## src/rtl/ghash_pkg.sv

```systemverilog
// Shared definitions for the GHASH controller and its GF(2^128) multiplier.
package ghash_pkg;

    localparam int BLK_W = 128;
    localparam int LEN_W = 64;
    localparam int CNT_W = 32;

    // Reduction constant for the bit-reflected GCM field: x^128 + x^7 + x^2 + x + 1
    localparam logic [BLK_W-1:0] GF_R = {8'he1, 120'd0};

    typedef enum logic [2:0] {
        S_IDLE,
        S_AAD,
        S_CT,
        S_LEN,
        S_MUL,
        S_DONE
    } state_t;

    // Number of 128-bit blocks needed to carry len bits
    function automatic logic [CNT_W-1:0] num_blocks(input logic [LEN_W-1:0] len);
        return CNT_W'((len + 64'd127) >> 7);
    endfunction

endpackage

```

## src/rtl/ghash_block_v2.sv

```systemverilog
// Bit-serial GF(2^128) multiplier: oY = (iCtext ^ iY) * H, one result bit-step per clock.
module ghash_block_v2
    import ghash_pkg::*;
(
    input  logic             iClk,
    input  logic             iRstn,
    input  logic [BLK_W-1:0] iHashkey,
    input  logic             iHashkey_valid,
    input  logic [BLK_W-1:0] iY,
    input  logic [BLK_W-1:0] iCtext,
    input  logic             iCtext_valid,
    output logic [BLK_W-1:0] oY,
    output logic             oY_valid
);

    logic [BLK_W-1:0] h;
    logic [BLK_W-1:0] x;
    logic [BLK_W-1:0] v;
    logic [BLK_W-1:0] z;
    logic [BLK_W-1:0] z_next;
    logic [BLK_W-1:0] v_next;
    logic [6:0]       step;
    logic             run;

    // One step of the shift-and-add multiply; the leftmost bit is the x^0 coefficient
    always_comb begin
        z_next = x[BLK_W-1] ? (z ^ v) : z;
        v_next = v[0] ? ((v >> 1) ^ GF_R) : (v >> 1);
    end

    // Datapath registers: hash key, operand, running product and result
    always_ff @(posedge iClk) begin
        if (iHashkey_valid) h <= iHashkey;
        if (iCtext_valid) begin
            x <= iCtext ^ iY;
            v <= h;
            z <= '0;
        end else if (run) begin
            x <= x << 1;
            v <= v_next;
            z <= z_next;
            if (step == 7'd127) oY <= z_next;
        end
    end

    // Sequencing: 128 steps after a start, then a one-cycle result strobe
    always_ff @(posedge iClk or negedge iRstn) begin
        if (!iRstn) begin
            run      <= 1'b0;
            step     <= '0;
            oY_valid <= 1'b0;
        end else begin
            oY_valid <= 1'b0;
            if (iCtext_valid) begin
                run  <= 1'b1;
                step <= '0;
            end else if (run) begin
                step <= step + 7'd1;
                if (step == 7'd127) begin
                    run      <= 1'b0;
                    oY_valid <= 1'b1;
                end
            end
        end
    end

endmodule

```

## src/rtl/ghash_ctrl.sv

```systemverilog
// GCM tag controller: sequences AAD, ciphertext and length blocks through the GHASH multiplier.
module ghash_ctrl
    import ghash_pkg::*;
(
    input  logic             iClk,
    input  logic             iRstn,
    input  logic [0:BLK_W-1] iHashkey,
    input  logic             iHashkey_valid,
    input  logic             iStart,
    input  logic [0:LEN_W-1] iAad_len,
    input  logic [0:LEN_W-1] iCt_len,
    input  logic [0:BLK_W-1] iEky0,
    input  logic [0:BLK_W-1] iBlock,
    input  logic             iBlock_valid,
    output logic             oBlock_ready,
    output logic [0:BLK_W-1] oTag,
    output logic             oTag_valid,
    output logic             oBusy
);

    state_t           state;
    state_t           seg;
    logic [LEN_W-1:0] aad_len;
    logic [LEN_W-1:0] ct_len;
    logic [BLK_W-1:0] eky0;
    logic [BLK_W-1:0] y;
    logic [BLK_W-1:0] blk;
    logic [CNT_W-1:0] cnt;
    logic [CNT_W-1:0] n_c;
    logic             mul_go;
    logic [BLK_W-1:0] mul_y;
    logic             mul_y_valid;

    logic [CNT_W-1:0] n_a_in;
    logic [CNT_W-1:0] n_c_in;
    logic [6:0]       tail;
    logic [BLK_W-1:0] masked;
    logic             start_ok;
    logic             accept;

    // Block counts of a new message, and zero-masking of a partial final block
    always_comb begin
        n_a_in   = num_blocks(iAad_len);
        n_c_in   = num_blocks(iCt_len);
        start_ok = iStart && !oBusy && (state == S_IDLE || state == S_DONE);
        accept   = iBlock_valid && oBlock_ready;
        tail     = (state == S_AAD) ? aad_len[6:0] : ct_len[6:0];
        masked   = iBlock;
        if (cnt == 32'd1 && tail != 7'd0)
            masked = iBlock & ~({BLK_W{1'b1}} >> tail);
    end

    // Message parameters and the operand handed to the multiplier
    always_ff @(posedge iClk) begin
        if (start_ok) begin
            aad_len <= iAad_len;
            ct_len  <= iCt_len;
            eky0    <= iEky0;
        end
        if (accept)
            blk <= masked;
        else if (state == S_LEN)
            blk <= {aad_len, ct_len};
    end

    // Main sequencer with registered handshake and tag outputs
    always_ff @(posedge iClk or negedge iRstn) begin
        if (!iRstn) begin
            state        <= S_IDLE;
            seg          <= S_IDLE;
            cnt          <= '0;
            n_c          <= '0;
            y            <= '0;
            mul_go       <= 1'b0;
            oTag         <= '0;
            oTag_valid   <= 1'b0;
            oBlock_ready <= 1'b0;
            oBusy        <= 1'b0;
        end else begin
            mul_go <= 1'b0;
            case (state)
                S_IDLE, S_DONE: begin
                    if (start_ok) begin
                        y          <= '0;
                        oTag_valid <= 1'b0;
                        oBusy      <= 1'b1;
                        n_c        <= n_c_in;
                        if (n_a_in != '0) begin
                            state        <= S_AAD;
                            cnt          <= n_a_in;
                            oBlock_ready <= 1'b1;
                        end else if (n_c_in != '0) begin
                            state        <= S_CT;
                            cnt          <= n_c_in;
                            oBlock_ready <= 1'b1;
                        end else begin
                            state <= S_LEN;
                            cnt   <= '0;
                        end
                    end
                end
                S_AAD, S_CT: begin
                    if (accept) begin
                        oBlock_ready <= 1'b0;
                        mul_go       <= 1'b1;
                        seg          <= state;
                        state        <= S_MUL;
                    end
                end
                S_LEN: begin
                    mul_go <= 1'b1;
                    seg    <= S_LEN;
                    state  <= S_MUL;
                end
                S_MUL: begin
                    if (mul_y_valid) begin
                        y   <= mul_y;
                        cnt <= cnt - 32'd1;
                        case (seg)
                            S_AAD: begin
                                if (cnt != 32'd1) begin
                                    state        <= S_AAD;
                                    oBlock_ready <= 1'b1;
                                end else if (n_c != '0) begin
                                    state        <= S_CT;
                                    cnt          <= n_c;
                                    oBlock_ready <= 1'b1;
                                end else begin
                                    state <= S_LEN;
                                end
                            end
                            S_CT: begin
                                if (cnt != 32'd1) begin
                                    state        <= S_CT;
                                    oBlock_ready <= 1'b1;
                                end else begin
                                    state <= S_LEN;
                                end
                            end
                            default: begin
                                cnt        <= '0;
                                state      <= S_DONE;
                                oTag       <= mul_y ^ eky0;
                                oTag_valid <= 1'b1;
                                oBusy      <= 1'b0;
                            end
                        endcase
                    end
                end
                default: state <= S_IDLE;
            endcase
        end
    end

    ghash_block_v2 u_mul (
        .iClk           (iClk),
        .iRstn          (iRstn),
        .iHashkey       (iHashkey),
        .iHashkey_valid (iHashkey_valid),
        .iY             (y),
        .iCtext         (blk),
        .iCtext_valid   (mul_go),
        .oY             (mul_y),
        .oY_valid       (mul_y_valid)
    );

endmodule

```

## config.mk

```make
export PLATFORM = sky130hd
export DESIGN_NAME = ghash_ctrl
export DESIGN_NICKNAME = d
export VERILOG_FILES = /design/src/rtl/ghash_pkg.sv /design/src/rtl/ghash_block_v2.sv /design/src/rtl/ghash_ctrl.sv
export SDC_FILE = /design/constraint.sdc
export NUM_CORES = 2
export LEC_CHECK = 0
export BUFFER_PORTS_ARGS = -buffer_cell sky130_fd_sc_hd__buf_4
export CORE_ASPECT_RATIO = 1.25
export CORE_MARGIN = 2
export CORE_UTILIZATION = 55
export CTS_CLUSTER_SIZE = 30
export DETAILED_ROUTE_END_ITERATION = 12
export GPL_TIMING_DRIVEN = 0
export MAX_ROUTING_LAYER = met4
export PLACE_DENSITY = 0.76
export SLEW_MARGIN = 20
export SYNTH_ARGS = -nofsm -noshare
export SYNTH_HDL_FRONTEND = slang
export SYNTH_SLANG_ARGS = --single-unit
```

## constraint.sdc

```tcl
create_clock -name iClk -period 15.7 [get_ports iClk]
set_input_delay 4.71 -clock iClk [delete_from_list [all_inputs] [get_ports iClk]]
set_output_delay 4.71 -clock iClk [all_outputs]
set_load 0.05 [all_outputs]
```

After elaboration in Yosys (flattened, before gate mapping) --
Cells that the tools add are included.
Storage, ports and cells: logic and storage cells 141, flip-flop bits (word level) 1363, output and inout port bits 131
Cells by class: reduce and logical (&&, ||, !) cells 27, eq/ne operators 18, multiplexer cells 61, bitwise logic cells 8, add/sub/neg operators 4, shift operators 1
Operators by type and width (number):
- 2-to-1 mux 128 bit | 11
- XOR 128 bit | 3
- case mux 128 bit (2 select lines) | 1
- 2-to-1 mux 32 bit | 6
- bitwise AND 128 bit | 1
- NOT 128 bit | 1
- case mux 32 bit (2 select lines) | 2
- >> shifter 128 x 7 -> 128 bit (first input constant) | 1
- nonzero test 32 bit | 3
- adder 39 x 7 -> 39 bit (second input constant) | 2
- equality test 32 x 1 -> 1 bit (second input constant) | 1
- != test 32 x 1 -> 1 bit (second input constant) | 1
- subtractor 32 x 1 -> 32 bit (second input constant) | 1
- 2-to-1 mux 1 bit | 24
- 2-to-1 mux 7 bit | 3
- 2-to-1 mux 3 bit | 4
- case mux 3 bit (2 select lines) | 2
- case mux 3 bit (4 select lines) | 1
- AND reduction 3 bit | 4
- equality test 3 x 2 -> 1 bit (second input constant) | 3
- case mux 1 bit (2 select lines) | 4
- AND reduction 8 bit | 1
- nonzero test 2 bit | 4
- adder 7 x 1 -> 7 bit (second input constant) | 1
- 21 further kinds | 34

Depth between registers and ports, before layout --
depth after elaboration 7, depth in mapped cells 12

Cells and area by module --
From an unflattened synthesis, not the netlist that was laid out.
Unflattened totals: cells, all modules 4912, area, all modules 57866.7 µm²
Modules (own cells, without submodules):
- ghash_ctrl | instances 1, cells each 2975, seq. area each 19789.0 µm², area each 31487.7 µm²
- ghash_block_v2 | instances 1, cells each 1937, seq. area each 18162.4 µm², area each 26379.0 µm²

Worst setup path before layout --
OpenSTA, ideal clock, no wires.
path kind in2reg, from input port iStart, to register aad_len[0] (enable), cell stages on the path 6, library setup time 0.719 ns, path slack 2.448 ns, path buffers 3, data arrival time 12.533 ns, path through nor2b_1 -> nand2_1 -> buf_6 -> inv_1 -> clkbuf_1 -> buf_1
On the way: word-level cells in the longest chain between the ends 2
RTL lines:
- start, declared | RTL line ghash_ctrl.sv:9 | input logic iStart,
- logical AND 1 bit (2 in series) | RTL line ghash_ctrl.sv:45 | start_ok = iStart && !oBusy && (state == S_IDLE || state == S_DONE);
- named net start_ok | RTL line ghash_ctrl.sv:38 | logic start_ok;
- end signal, assigned | RTL line ghash_ctrl.sv:56 | aad_len <= iAad_len;
- end, declared | RTL line ghash_ctrl.sv:23 | logic [LEN_W-1:0] aad_len;
The timed path passes the listed nets, and every way through them passes these cells. A chain may end at the register's enable or synchronous reset.

Final worst setup path --
from input port iBlock_valid, to register blk[60] (enable)
On the way: word-level cells in the longest chain between the ends 2
RTL lines:
- start, declared | RTL line ghash_ctrl.sv:14 | input logic iBlock_valid,
- logical AND 1 bit | RTL line ghash_ctrl.sv:46 | accept = iBlock_valid && oBlock_ready;
- nonzero test 2 bit (no line)
- end signal, assigned | RTL line ghash_ctrl.sv:61 | blk <= masked;
- end signal, assigned | RTL line ghash_ctrl.sv:63 | blk <= {aad_len, ct_len};
- end, declared | RTL line ghash_ctrl.sv:27 | logic [BLK_W-1:0] blk;
Every way passes these cells.

==> out/metrics.json <==
{
  "run_status": {
    "run_status": "completed"
  },
  "layout": {
    "final_layout_size_suffix_gt1_share_pct": 18.65,
    "filler_instances": 7640,
    "multi_input_area_um2": 18370,
    "finish.cell_count_without_fillers": 7270,
    "finish.instance_area_um2": 69780,
    "layout.area.seq_um2": 37950,
    "nets": 6223,
    "area_delta_synth_final_pct": 21.46
  },
  "die": {
    "effective_utilization_at_floorplan_pct": 55.48,
    "dieWidth_um": 293.1,
    "die_boundary_height_um": 365.3,
    "top_level_port_count": 648,
    "die_area_um2": 107100,
    "design.core.area_um2": 103600,
    "fp-row-count": 132
  },
  "clocking": {
    "path_clk_slew_ps": 60,
    "cts-root-buf": "sky130_fd_sc_hd__clkbuf_16",
    "postCtsSetupRepairBufs": 0,
    "cts.htree.levels": 4,
    "clock_sink_count": 1363,
    "post_cts_hold_buffer_count": 0,
    "clock_path_buffers": 3,
    "clk_latency_ps": 780,
    "cts_tree": "done",
    "tritoncts.num_buffers": 135,
    "cts-resized-gates": 0
  },
  "timing": {
    "headroom_to_the_max_slew_limit_pct": 9.715,
    "worst_slack_ps": 6935,
    "final.setup.tns_ps": 0,
    "max_slew.worst_pin.slew_ps": 1340,
    "fmax_ghz": 0.1141,
    "period_minus_slack_ps": 8765,
    "slew_viol_final": 0,
    "final_hold_vios": 0,
    "final_min_period_over_clock_period_pct": 55.83,
    "setup_violations": 0,
    "setup_repair_after_global_routing_missed_its_margin": "no",
    "fin_worst_skew_ps": 30.20
  },
  "critical_path": {
    "crit_path_top_delay_cell": "sky130_fd_sc_hd__clkbuf_1",
    "setup.worst_path.class": "primary input to flop",
    "timing.critical_path.from_type": "primary input",
    "ff2ff_setup_slack_ps": 9850,
    "rr_startpoint": "state[0]",
    "reg2reg_depth": 10,
    "crit_top_cell": "sky130_fd_sc_hd__buf_16",
    "critical_path.startpoint": "iBlock_valid",
    "crit_family": "buffers and inverters",
    "required_ps": 16200,
    "r2r-end": "blk[44]",
    "endpoint_kind": "flop",
    "arrival_ps": 9270,
    "critical_path_cell_count": 11,
    "crit_buf_inv": 9,
    "worst-path-max-fanout": 22,
    "crit_chain": "buf_4, nand2_1, clkbuf_1, clkbuf_1, clkbuf_1, buf_2, o21ai_4, buf_16, buf_16, buf_16, buf_16",
    "timing.critical_path.to": "blk[60]",
    "crit_path_max_incr_delay_ps": 1000
  },
  "routing": {
    "drc_errors": 0,
    "finalWirelength_um": 199900,
    "dr.first_iter.drc_count": 4788,
    "viasPerCell": 5.848,
    "detail_route.first_pass.iterations": 5,
    "detailroute.via_count": 42513,
    "final_antenna_net_count": 0,
    "routed_wire_length_per_instance_um": 27.50
  },
  "logic_synthesis": {
    "yosysWarningCount": 0,
    "netlist_area_um2": 57450,
    "avg_inst_size_synth_um2": 11.79,
    "synth-edff-count": 896,
    "ys_dominant_reg_cell": "sky130_fd_sc_hd__edfxtp_1",
    "ys_seq_area_share_pct": 66.06,
    "ys_ff_latch": 1363,
    "netlist_instances": 4872,
    "asyncSetResetFlopFracSynth_pct": 24.87,
    "post_synth_num_cell_types": 73,
    "syn-num-nets": 5392
  },
  "power_and_ir_drop": {
    "ir_worst_vdd_v": 0.0001268,
    "power_mw": 12.03,
    "power.density_cell_area_nw_per_um2": 172.4,
    "power_leakage_nw": 27.53
  },
  "min_path": {
    "holdPathStages": 2,
    "min-delay-path-class": "flop to flop"
  },
  "placement": {
    "detailed_place.area_um2": 64930,
    "routabilityCongestion": 1.024,
    "dpl.hpwl_um": 153200,
    "io_buffer_count": 647,
    "post-place-ws_ps": 6385,
    "count_of_placed_standard_cells_including_taps": 6906
  },
  "global_route": {
    "antenna_found_initial": 104,
    "grt_usage_pct": 38.27,
    "groute.layer.met2.usage_pct": 57.25,
    "grt_util_met3_pct": 13.26,
    "met1_usage_pct": 45.40,
    "grt.overflow.total": 0,
    "maximum_number_of_pins_on_one_net_before_global_route_repair": 82,
    "first_pass_grt_wire_length_um": 282500,
    "busiest_layer": "met2",
    "first_global_vias": 42085
  },
  "run": {
    "cap_viol_max_count": 0
  }
}
## sequential cells by signal, indices dropped and copies added, names as in the netlist, 7 cells and up
signal and cells:
aad_len 64, blk 128, cnt 32, ct_len 64, eky0 128, n_c 32
oTag 128, u_mul.h 128, u_mul.oY 128, u_mul.step 7, u_mul.v 128, u_mul.x 128
u_mul.z 128, y 128
## worst min path at each step
stage,end,startpoint,slack (ps)
after floorplan,y[0],y[0],460
after global placement,oTag[8],oTag[8],460
after detailed placement,oTag[34],oTag[34],470
after CTS,oTag[121],oTag[121],490
after global routing,oTag[127],oTag[127],500
final,oTag_valid,oTag_valid,480
## cells in the mapped netlist (10+ instances only)
cell type,count,area [µm²]
sky130_fd_sc_hd__or2_2,15,93.84
sky130_fd_sc_hd__dfxtp_1,128,2562
sky130_fd_sc_hd__buf_1,12,45.04
sky130_fd_sc_hd__nand4_1,37,231.5
sky130_fd_sc_hd__xnor2_1,430,3766
sky130_fd_sc_hd__a21oi_1,206,1031
sky130_fd_sc_hd__nand2_1,915,3435
sky130_fd_sc_hd__inv_1,13,48.80
sky130_fd_sc_hd__nor3_1,48,240.2
sky130_fd_sc_hd__dfrtp_1,339,8483
sky130_fd_sc_hd__nor4_1,32,200.2
sky130_fd_sc_hd__o31a_1,12,105.1
sky130_fd_sc_hd__and4_1,11,96.34
sky130_fd_sc_hd__mux2_2,135,1520
sky130_fd_sc_hd__or3_1,10,62.56
sky130_fd_sc_hd__nor2_1,383,1438
sky130_fd_sc_hd__nand3_1,176,880.8
sky130_fd_sc_hd__xor2_1,168,1471
sky130_fd_sc_hd__or4_1,13,97.59
sky130_fd_sc_hd__mux2i_1,11,110.1
sky130_fd_sc_hd__o21ai_0,442,2212
sky130_fd_sc_hd__a31oi_1,22,137.6
sky130_fd_sc_hd__clkbuf_1,247,927.1
sky130_fd_sc_hd__edfxtp_1,896,26910
sky130_fd_sc_hd__and2_1,29,181.4
## through the flow
step / hold slack, ps / utilization, %
final: 482.0 / 67.38
after global routing: 501.0 / 67.35
after CTS: 486.0 / 67.11
after detailed placement: 471.6 / 62.70
after global placement: 463.5 / 61.79
after floorplan: 458.6 / -
## per-layer routing
metal | wire length, µm | vias up
li1 | - | 18811
met1 | 72130 | 20902
met2 | 91200 | 2327
met3 | 24500 | 473
met4 | 12080 | 0
met5 | 0 | -
## cell type report
class / instances / share of cell area (%)
Clock buffer: 201 / 5.593
Tap cell: 1340 / 2.403
Multi-Input combinational cell: 3223 / 26.33
Buffer: 273 / 1.619
Antenna cell: 113 / 0.4052
Sequential cell: 1363 / 54.39
Inverter: 13 / 0.06993
Timing Repair Buffer: 694 / 8.254
Clock inverter: 50 / 0.9396
## logic make-up (layout without fill, tap and decap cells)
kind of cell | count (synthesis) | count (layout) | share of synthesized area, %
fa+ha+maj | 3 | 3 | 0.06534
compound gates | 765 | 765 | 7.254
buf+inv | 286 | 1231 | 2.023
flops | 1363 | 1363 | 66.06
xor+xnor | 598 | 598 | 9.116
simple gates | 1711 | 1711 | 12.64
other cells | 0 | 113 | 0
mux | 146 | 146 | 2.838
## placed cells by master, fill, tap and decap left out, types with 19 or more instances in the layout
cell and instances:
sky130_fd_sc_hd__nand2_1 915, sky130_fd_sc_hd__nor3_1 47, sky130_fd_sc_hd__nand3_1 176, sky130_fd_sc_hd__mux2_2 135
sky130_fd_sc_hd__dfrtp_1 339, sky130_fd_sc_hd__and2_1 29, sky130_fd_sc_hd__nor2_1 383, sky130_fd_sc_hd__xor2_1 168
sky130_fd_sc_hd__buf_4 663, sky130_fd_sc_hd__o21ai_0 440, sky130_fd_sc_hd__clkbuf_1 281, sky130_fd_sc_hd__buf_16 19
sky130_fd_sc_hd__nand4_1 37, sky130_fd_sc_hd__dfxtp_1 128, sky130_fd_sc_hd__xnor2_1 430, sky130_fd_sc_hd__a31oi_1 22
sky130_fd_sc_hd__edfxtp_1 896, sky130_fd_sc_hd__nor4_1 32, sky130_fd_sc_hd__clkbuf_16 140, sky130_fd_sc_hd__diode_2 113
sky130_fd_sc_hd__clkbuf_8 19, sky130_fd_sc_hd__a21oi_1 206
## tightest hold or removal path: cells and delay by family (launching register included)
kind | cells | cell delay [ps]
DFF | 1 | 350
and+or+nand+nor | 2 | 100
## report_power, final
part	total (mW)	switching [mW]	leakage, nW	internal, mW
Sequential	5.60	0.606	14.2	5.00
Combinational	3.08	1.79	11.1	1.29
Clock	3.34	1.43	2.21	1.91
Total	12.0	3.83	27.5	8.20
(Power assumes the default switching activity.)
